===== src/rtl/serial_port.sv =====
// 8051-style serial port: SCON/SBUF SFRs with mode 1/3 transmit and receive state machines.
// Define SERIAL_PORT_SMOD_EN to let smod double the sample rate; otherwise baud_tick is halved.
module serial_port #(
  parameter logic [7:0] SBUF_ADDR = 8'h99,
  parameter logic [7:0] SCON_ADDR = 8'h98
) (
  input  logic       xtal2,
  input  logic       rst,
  input  logic [7:0] sfr_addr,
  input  logic [7:0] sfr_wdata,
  input  logic       sfr_we,
  output logic [7:0] sfr_rdata,
  input  logic       baud_tick,
  input  logic       smod,
  input  logic       rxd,
  output logic       txd,
  output logic       serial_irq
);

  typedef enum logic [2:0] {TxIdle, TxStart, TxData, TxBit9, TxStop} tx_state_e;
  typedef enum logic [2:0] {RxIdle, RxStart, RxData, RxBit9, RxStop} rx_state_e;

  logic [7:0] scon_q, scon_d;
  logic       div_q, div_d;
  logic       samp_tick;

  tx_state_e  tx_state_q, tx_state_d;
  logic       tx_pend_q, tx_pend_d;
  logic [7:0] tx_shift_q, tx_shift_d;
  logic [3:0] tx_cnt_q, tx_cnt_d;
  logic [2:0] tx_bit_q, tx_bit_d;
  logic       txd_q, txd_d;

  rx_state_e  rx_state_q, rx_state_d;
  logic       rx_s1_q, rx_s2_q, rx_prev_q;
  logic [3:0] rx_cnt_q, rx_cnt_d;
  logic [2:0] rx_bit_q, rx_bit_d;
  logic [7:0] rx_shift_q, rx_shift_d;
  logic       rx_bit9_q, rx_bit9_d;
  logic [7:0] rx_buf_q, rx_buf_d;

  logic mode_ok, mode3, ren, sm2;
  logic ti_set, ri_set, rb8_load, rb8_val;
  logic sbuf_we;

  assign mode_ok = scon_q[6];
  assign mode3   = scon_q[7] & scon_q[6];
  assign sm2     = scon_q[5];
  assign ren     = scon_q[4];
  assign sbuf_we = sfr_we && (sfr_addr == SBUF_ADDR);

  assign div_d = baud_tick ? ~div_q : div_q;
`ifdef SERIAL_PORT_SMOD_EN
  assign samp_tick = baud_tick & (smod | div_q);
`else
  logic smod_unused;
  assign smod_unused = smod;
  assign samp_tick   = baud_tick & div_q;
`endif

  always_comb begin
    tx_state_d = tx_state_q;
    tx_pend_d  = tx_pend_q;
    tx_shift_d = tx_shift_q;
    tx_cnt_d   = tx_cnt_q;
    tx_bit_d   = tx_bit_q;
    txd_d      = txd_q;
    ti_set     = 1'b0;
    if (!mode_ok) begin
      tx_state_d = TxIdle;
      tx_pend_d  = 1'b0;
      tx_cnt_d   = 4'd0;
      tx_bit_d   = 3'd0;
      txd_d      = 1'b1;
    end else if (tx_state_q == TxIdle) begin
      // A write is latched first; the start bit aligns to the next sample tick.
      if (tx_pend_q) begin
        if (samp_tick) begin
          tx_state_d = TxStart;
          tx_pend_d  = 1'b0;
          tx_cnt_d   = 4'd0;
          txd_d      = 1'b0;
        end
      end else if (sbuf_we) begin
        tx_shift_d = sfr_wdata;
        tx_pend_d  = 1'b1;
      end
    end else if (samp_tick) begin
      tx_cnt_d = tx_cnt_q + 4'd1;
      if (tx_cnt_q == 4'd15) begin
        unique case (tx_state_q)
          TxStart: begin
            tx_state_d = TxData;
            tx_bit_d   = 3'd0;
            txd_d      = tx_shift_q[0];
          end
          TxData: begin
            if (tx_bit_q == 3'd7) begin
              tx_state_d = mode3 ? TxBit9 : TxStop;
              txd_d      = mode3 ? scon_q[3] : 1'b1;
            end else begin
              tx_bit_d = tx_bit_q + 3'd1;
              txd_d    = tx_shift_q[tx_bit_d];
            end
          end
          TxBit9: begin
            tx_state_d = TxStop;
            txd_d      = 1'b1;
          end
          TxStop: begin
            tx_state_d = TxIdle;
            ti_set     = 1'b1;
          end
          default: tx_state_d = TxIdle;
        endcase
      end
    end
  end

  always_comb begin
    rx_state_d = rx_state_q;
    rx_cnt_d   = rx_cnt_q;
    rx_bit_d   = rx_bit_q;
    rx_shift_d = rx_shift_q;
    rx_bit9_d  = rx_bit9_q;
    rx_buf_d   = rx_buf_q;
    ri_set     = 1'b0;
    rb8_load   = 1'b0;
    rb8_val    = 1'b0;
    if (!mode_ok || !ren) begin
      rx_state_d = RxIdle;
      rx_cnt_d   = 4'd0;
    end else if (rx_state_q == RxIdle) begin
      if (rx_prev_q && !rx_s2_q) begin
        rx_state_d = RxStart;
        rx_cnt_d   = 4'd0;
        rx_bit_d   = 3'd0;
      end
    end else if (samp_tick) begin
      rx_cnt_d = rx_cnt_q + 4'd1;
      if (rx_cnt_q == 4'd8) begin
        unique case (rx_state_q)
          RxStart: if (rx_s2_q) rx_state_d = RxIdle;
          RxData:  rx_shift_d = {rx_s2_q, rx_shift_q[7:1]};
          RxBit9:  rx_bit9_d = rx_s2_q;
          RxStop: begin
            rx_state_d = RxIdle;
            if (!scon_q[0] && (!sm2 || (!mode3 && rx_s2_q) || (mode3 && rx_bit9_q))) begin
              rx_buf_d = rx_shift_q;
              rb8_load = 1'b1;
              rb8_val  = mode3 ? rx_bit9_q : rx_s2_q;
              ri_set   = 1'b1;
            end
          end
          default: rx_state_d = RxIdle;
        endcase
      end else if (rx_cnt_q == 4'd15) begin
        unique case (rx_state_q)
          RxStart: rx_state_d = RxData;
          RxData: begin
            if (rx_bit_q == 3'd7) rx_state_d = mode3 ? RxBit9 : RxStop;
            else rx_bit_d = rx_bit_q + 3'd1;
          end
          RxBit9:  rx_state_d = RxStop;
          default: rx_state_d = RxIdle;
        endcase
      end
    end
  end

  // Hardware flag updates are applied after the software write so they win.
  always_comb begin
    scon_d = scon_q;
    if (sfr_we && (sfr_addr == SCON_ADDR)) scon_d = sfr_wdata;
    if (rb8_load) scon_d[2] = rb8_val;
    if (ti_set) scon_d[1] = 1'b1;
    if (ri_set) scon_d[0] = 1'b1;
  end

  always_comb begin
    sfr_rdata = 8'h00;
    if (sfr_addr == SCON_ADDR) sfr_rdata = scon_q;
    else if (sfr_addr == SBUF_ADDR) sfr_rdata = rx_buf_q;
  end

  assign txd        = txd_q;
  assign serial_irq = scon_q[1] | scon_q[0];

  always_ff @(posedge xtal2) begin
    if (rst) begin
      scon_q     <= 8'h00;
      div_q      <= 1'b0;
      tx_state_q <= TxIdle;
      tx_pend_q  <= 1'b0;
      tx_shift_q <= 8'h00;
      tx_cnt_q   <= 4'd0;
      tx_bit_q   <= 3'd0;
      txd_q      <= 1'b1;
      rx_state_q <= RxIdle;
      rx_s1_q    <= 1'b1;
      rx_s2_q    <= 1'b1;
      rx_prev_q  <= 1'b1;
      rx_cnt_q   <= 4'd0;
      rx_bit_q   <= 3'd0;
      rx_shift_q <= 8'h00;
      rx_bit9_q  <= 1'b0;
      rx_buf_q   <= 8'h00;
    end else begin
      scon_q     <= scon_d;
      div_q      <= div_d;
      tx_state_q <= tx_state_d;
      tx_pend_q  <= tx_pend_d;
      tx_shift_q <= tx_shift_d;
      tx_cnt_q   <= tx_cnt_d;
      tx_bit_q   <= tx_bit_d;
      txd_q      <= txd_d;
      rx_state_q <= rx_state_d;
      rx_s1_q    <= rxd;
      rx_s2_q    <= rx_s1_q;
      rx_prev_q  <= rx_s2_q;
      rx_cnt_q   <= rx_cnt_d;
      rx_bit_q   <= rx_bit_d;
      rx_shift_q <= rx_shift_d;
      rx_bit9_q  <= rx_bit9_d;
      rx_buf_q   <= rx_buf_d;
    end
  end

endmodule


===== config.mk =====
export PLATFORM = sky130hd
export DESIGN_NAME = serial_port
export DESIGN_NICKNAME = d
export VERILOG_FILES = /design/src/rtl/serial_port.sv
export SDC_FILE = /design/constraint.sdc
export NUM_CORES = 1
export LEC_CHECK = 0
export CAP_MARGIN = 15
export CELL_PAD_IN_SITES_DETAIL_PLACEMENT = 2
export CELL_PAD_IN_SITES_GLOBAL_PLACEMENT = 2
export CORE_ASPECT_RATIO = 1.25
export CORE_MARGIN = 2
export CORE_UTILIZATION = 37
export DETAILED_ROUTE_END_ITERATION = 12
export PLACE_DENSITY_LB_ADDON = 0.08
export SETUP_SLACK_MARGIN = 0.02
export SLEW_MARGIN = 10
export SYNTH_ARGS = -nofsm -noshare
export SYNTH_HDL_FRONTEND = slang
export SYNTH_SLANG_ARGS = --single-unit
export TNS_END_PERCENT = 50

===== constraint.sdc =====
create_clock -name xtal2 -period 4.8 [get_ports xtal2]
set_clock_uncertainty 0.1 [all_clocks]
set_input_delay 0.72 -clock xtal2 [delete_from_list [all_inputs] [get_ports xtal2]]
set_output_delay 0.72 -clock xtal2 [all_outputs]
set_load 0.01 [all_outputs]

==> metrics.md <==
| Metric | Value |
|---|---|
| Worst Hold End | `rx_s2_q` |
| Worst min-delay path class | `flip-flop to flip-flop` |
| Top area cells in the synthesized netlist | `dfxtp_1 40%, mux2i_1 7.8%, nor2_1 4.6%` |
| Leakage | `between 1 and 1.5 nW` |
| Clk pin slew, worst setup/hold paths | `about 0.07 ns` |
| PwrDens | `314 mW/mm²` |
| Total GRT Usage | `0.204` |
| DR vias/cell | `5.88` |
| Slew HR | `0.332` |
| Crit-path most repeated cell | `clkdlybuf4s50_1` |
| Slowest CP cell | `nor2_1` |
| Worst Setup Start Kind | `primary input` |
| CTS Buf Count | `9` |
| Worst Reg-to-Reg Cells | `4` |
| Starting density of the core | `0.380` |
| Total grt overflow | `0` |
| Worst reg2reg path startpoint | `rx_state_q[2]` |
| Routability cong. | `between 0.7 and 0.8` |
| CP peak stage delay | `0.63 ns` |
| Netlist cell types | `59` |
| Clk buf depth | `2` |
| DRC Markers | `0` |
| RSZ-0062 raised after global routing | `no` |
| Status | `completed` |
| Util after Layout | `0.460` |
| Std-Cell Rows | `36` |
| Clock latency on the worst-skew pair | `approximately 0.34 ns` |
| Crit path kind | `primary input to output port` |
| Fin crit period | `between 3 and 4 ns` |
| Layout cells sized above 1 | `0.101` |
| TritonCTS clock tree | `yes` |
| Routed vias | `2658` |
| Vias in the first global route | `approximately 2800` |
| Worst-path cell chain | `clkdlybuf4s50_1 -> nand4bb_1 -> nor2_1 -> a22o_1 -> clkdlybuf4s50_1` |
| First-pass GRT wire length | `~14 mm` |
| Postcts setup bufs | `0` |
| PnR worst setup slack | `between 1 and 1.5 ns` |
| Mapped Nets | `between 300 and 400` |
| Endpoints failing setup | `0` |
| WL per Instance | `19.0 µm` |
| Nets | `381` |
| Ys Warns | `0` |
| Max-slew violations | `0` |
| Share of Yosys cell area claimed by the top area cell type | `0.398` |
| Setup_tns | `0 ns` |
| Flops & latches, synth | `59` |
| Asr flop ratio synth | `0` |
| Seq/Total Area, Yosys | `0.398` |
| Synth Flop Type | `dfxtp_1` |
| H-tree levels | `3` |
| WP buf/inv | `2` |
| Worst-Margin Slew | `roughly 1.0 ns` |
| Die Span Y | `~100 µm` |
| Hold Path Stages | `1` |
| Dpl hpwl | `around 6.0 mm` |
| Post-CTS Resized | `0` |
| Die area | `about 0.0087 mm²` |
| Worst vdd ir | `0.000137 V` |
| Mapped Cells | `roughly 330` |
| Core area | `0.00779 mm²` |
| CP endpoint kind | `output port` |
| Sink Count | `between 50 and 60` |
| Hold_sp | `rx_s1_q` |
| Reg2Reg Capture Point | `rx_state_q[2]` |
| List of most frequent post-synthesis cells | `59 x dfxtp_1, 36 x nor2_1, 25 x a21oi_1` |
| Chip Width | `approximately 84 µm` |
| Fmax | `approximately 260 MHz` |
| Worst Path Arrival | `2.98 ns` |
| # hold bufs at CTS | `0` |
| # diodes | `0` |
| Critical Path RT | `approximately 4.0 ns` |
| Largest delay share family, worst path | `simple AND/OR/NAND/NOR gates` |
| Flop2flop setup slack | `between 2 and 2.5 ns` |
| Cell accounting for the most synthesized area | `dfxtp_1` |
| Layout area overhead | `20.9%` |
| Syn_area_per_cell | `~9 µm²` |
| DRT Pass-1 Iters | `4` |
| PortBufs | `30` |
| Mapped cell area | `between 0.002 and 0.003 mm²` |
| Pre-CTS setup slack | `around 1.1 ns` |
| Final ANT Viol Nets | `0` |
| Crit share post-route | `0.791` |
| Count leader, synth | `dfxtp_1` |
| Max FO, Critical Path | `8` |
| Hold Vio Cnt, Final | `0` |
| Largest net degree at the start of global routing | `40` |
| Post-synth EDFFs | `0` |
| Max cap viols | `0` |
| Clock root buffer | `clkbuf_8` |
| IO Count | `32` |
| Drt initial violations | `around 110` |
| Post-Route WL | `8.58 mm` |
| Initial antenna violation count | `0` |
[metrics by stage]
| step | hold WS (ns) | total power, mW | area (µm²) | std cells |
|---|---|---|---|---|
| after floorplan | 0.289 | 0.521 | 2960 | 328 |
| after global placement | 0.294 | 0.546 | 3320 | 436 |
| after detailed placement | 0.302 | 0.546 | 3320 | 436 |
| after CTS | 0.321 | 1.14 | 3580 | 452 |
| after global routing | 0.333 | 1.16 | 3580 | 452 |
| final | 0.315 | 1.13 | 3580 | 452 |
[worst max path at each step]
| stage | from | end | slack (ns) | cells after the start |
|---|---|---|---|---|
| after floorplan | sfr_addr[2] | sfr_rdata[0] | 1.96 | 4 |
| after global placement | sfr_addr[2] | sfr_rdata[6] | 1.09 | 5 |
| after detailed placement | sfr_addr[2] | sfr_rdata[6] | 1.07 | 5 |
| after CTS | sfr_addr[2] | sfr_rdata[4] | 1.04 | 5 |
| after global routing | sfr_addr[2] | sfr_rdata[4] | 0.93 | 5 |
| final | sfr_addr[2] | sfr_rdata[4] | 1.00 | 5 |
[registers in the layout, indices dropped and copies added, names as in the netlist, 3 cells and up]
register    cells
rx_cnt_q        4
rx_shift_q      8
tx_cnt_q        4
rx_state_q      3
tx_bit_q        3
tx_state_q      3
tx_shift_q      8
scon_q          8
rx_buf_q        8
rx_bit_q        3
[metal layers]
layer	up-vias	global-route usage	routed length, µm
met4	0	0.0760	149
met1	1325	0.272	4030
met3	11	0.0286	209
met2	41	0.333	4190
met5	-	0	0
li1	1281	-	-
[cells by family after synthesis]
logic type,share of synthesized area
AOI/OAI and AO/OA,0.175
xor gates and xnor gates,0.00887
adders and majority gates,0.0295
buffers and inverters,0.0388
DFF,0.398
muxes,0.0967
and+or+nand+nor,0.252
[cell type report]
type	instances	area, µm²
Clock buffer	12	165
Clock inverter	4	95.1
Fill cell	853	4210
Inverter	7	26.3
Multi-Input combinational cell	242	1670
Sequential cell	59	1180
Tap cell	95	119
Timing Repair Buffer	33	323
[worst reg2reg max path, delay by kind of cell, from the launching register on]
kind / cells / cell delay, ns
DFF: 1 / 0.44
AOI/OAI and AO/OA: 2 / 0.61
and+or+nand+nor: 2 / 1.12
[report_power, final]
part / switching, mW / internal, mW / leakage [nW] / total, mW
clock: 0.205 / 0.387 / 0.133 / 0.592
combinational: 0.0203 / 0.0202 / 0.697 / 0.0404
sequential: 0.00226 / 0.491 / 0.476 / 0.494
total: 0.228 / 0.898 / 1.31 / 1.13
[cells in the final DEF, fill, tap and decap left out, types with 4 or more instances in the layout]
master | netlist | routed
mux2i_1 | 23 | 23
a22o_1 | 8 | 8
inv_1 | 7 | 7
nand4_1 | 8 | 8
nand3_1 | 21 | 21
nand2_1 | 17 | 17
nor2_1 | 36 | 36
clkbuf_8 | 0 | 12
dfxtp_1 | 59 | 59
nor3_1 | 7 | 7
or4_1 | 4 | 4
o21ai_0 | 11 | 11
and3_1 | 4 | 4
a21oi_1 | 25 | 25
clkdlybuf4s50_1 | 0 | 30
ha_1 | 7 | 7
(Power assumes the default switching activity.)
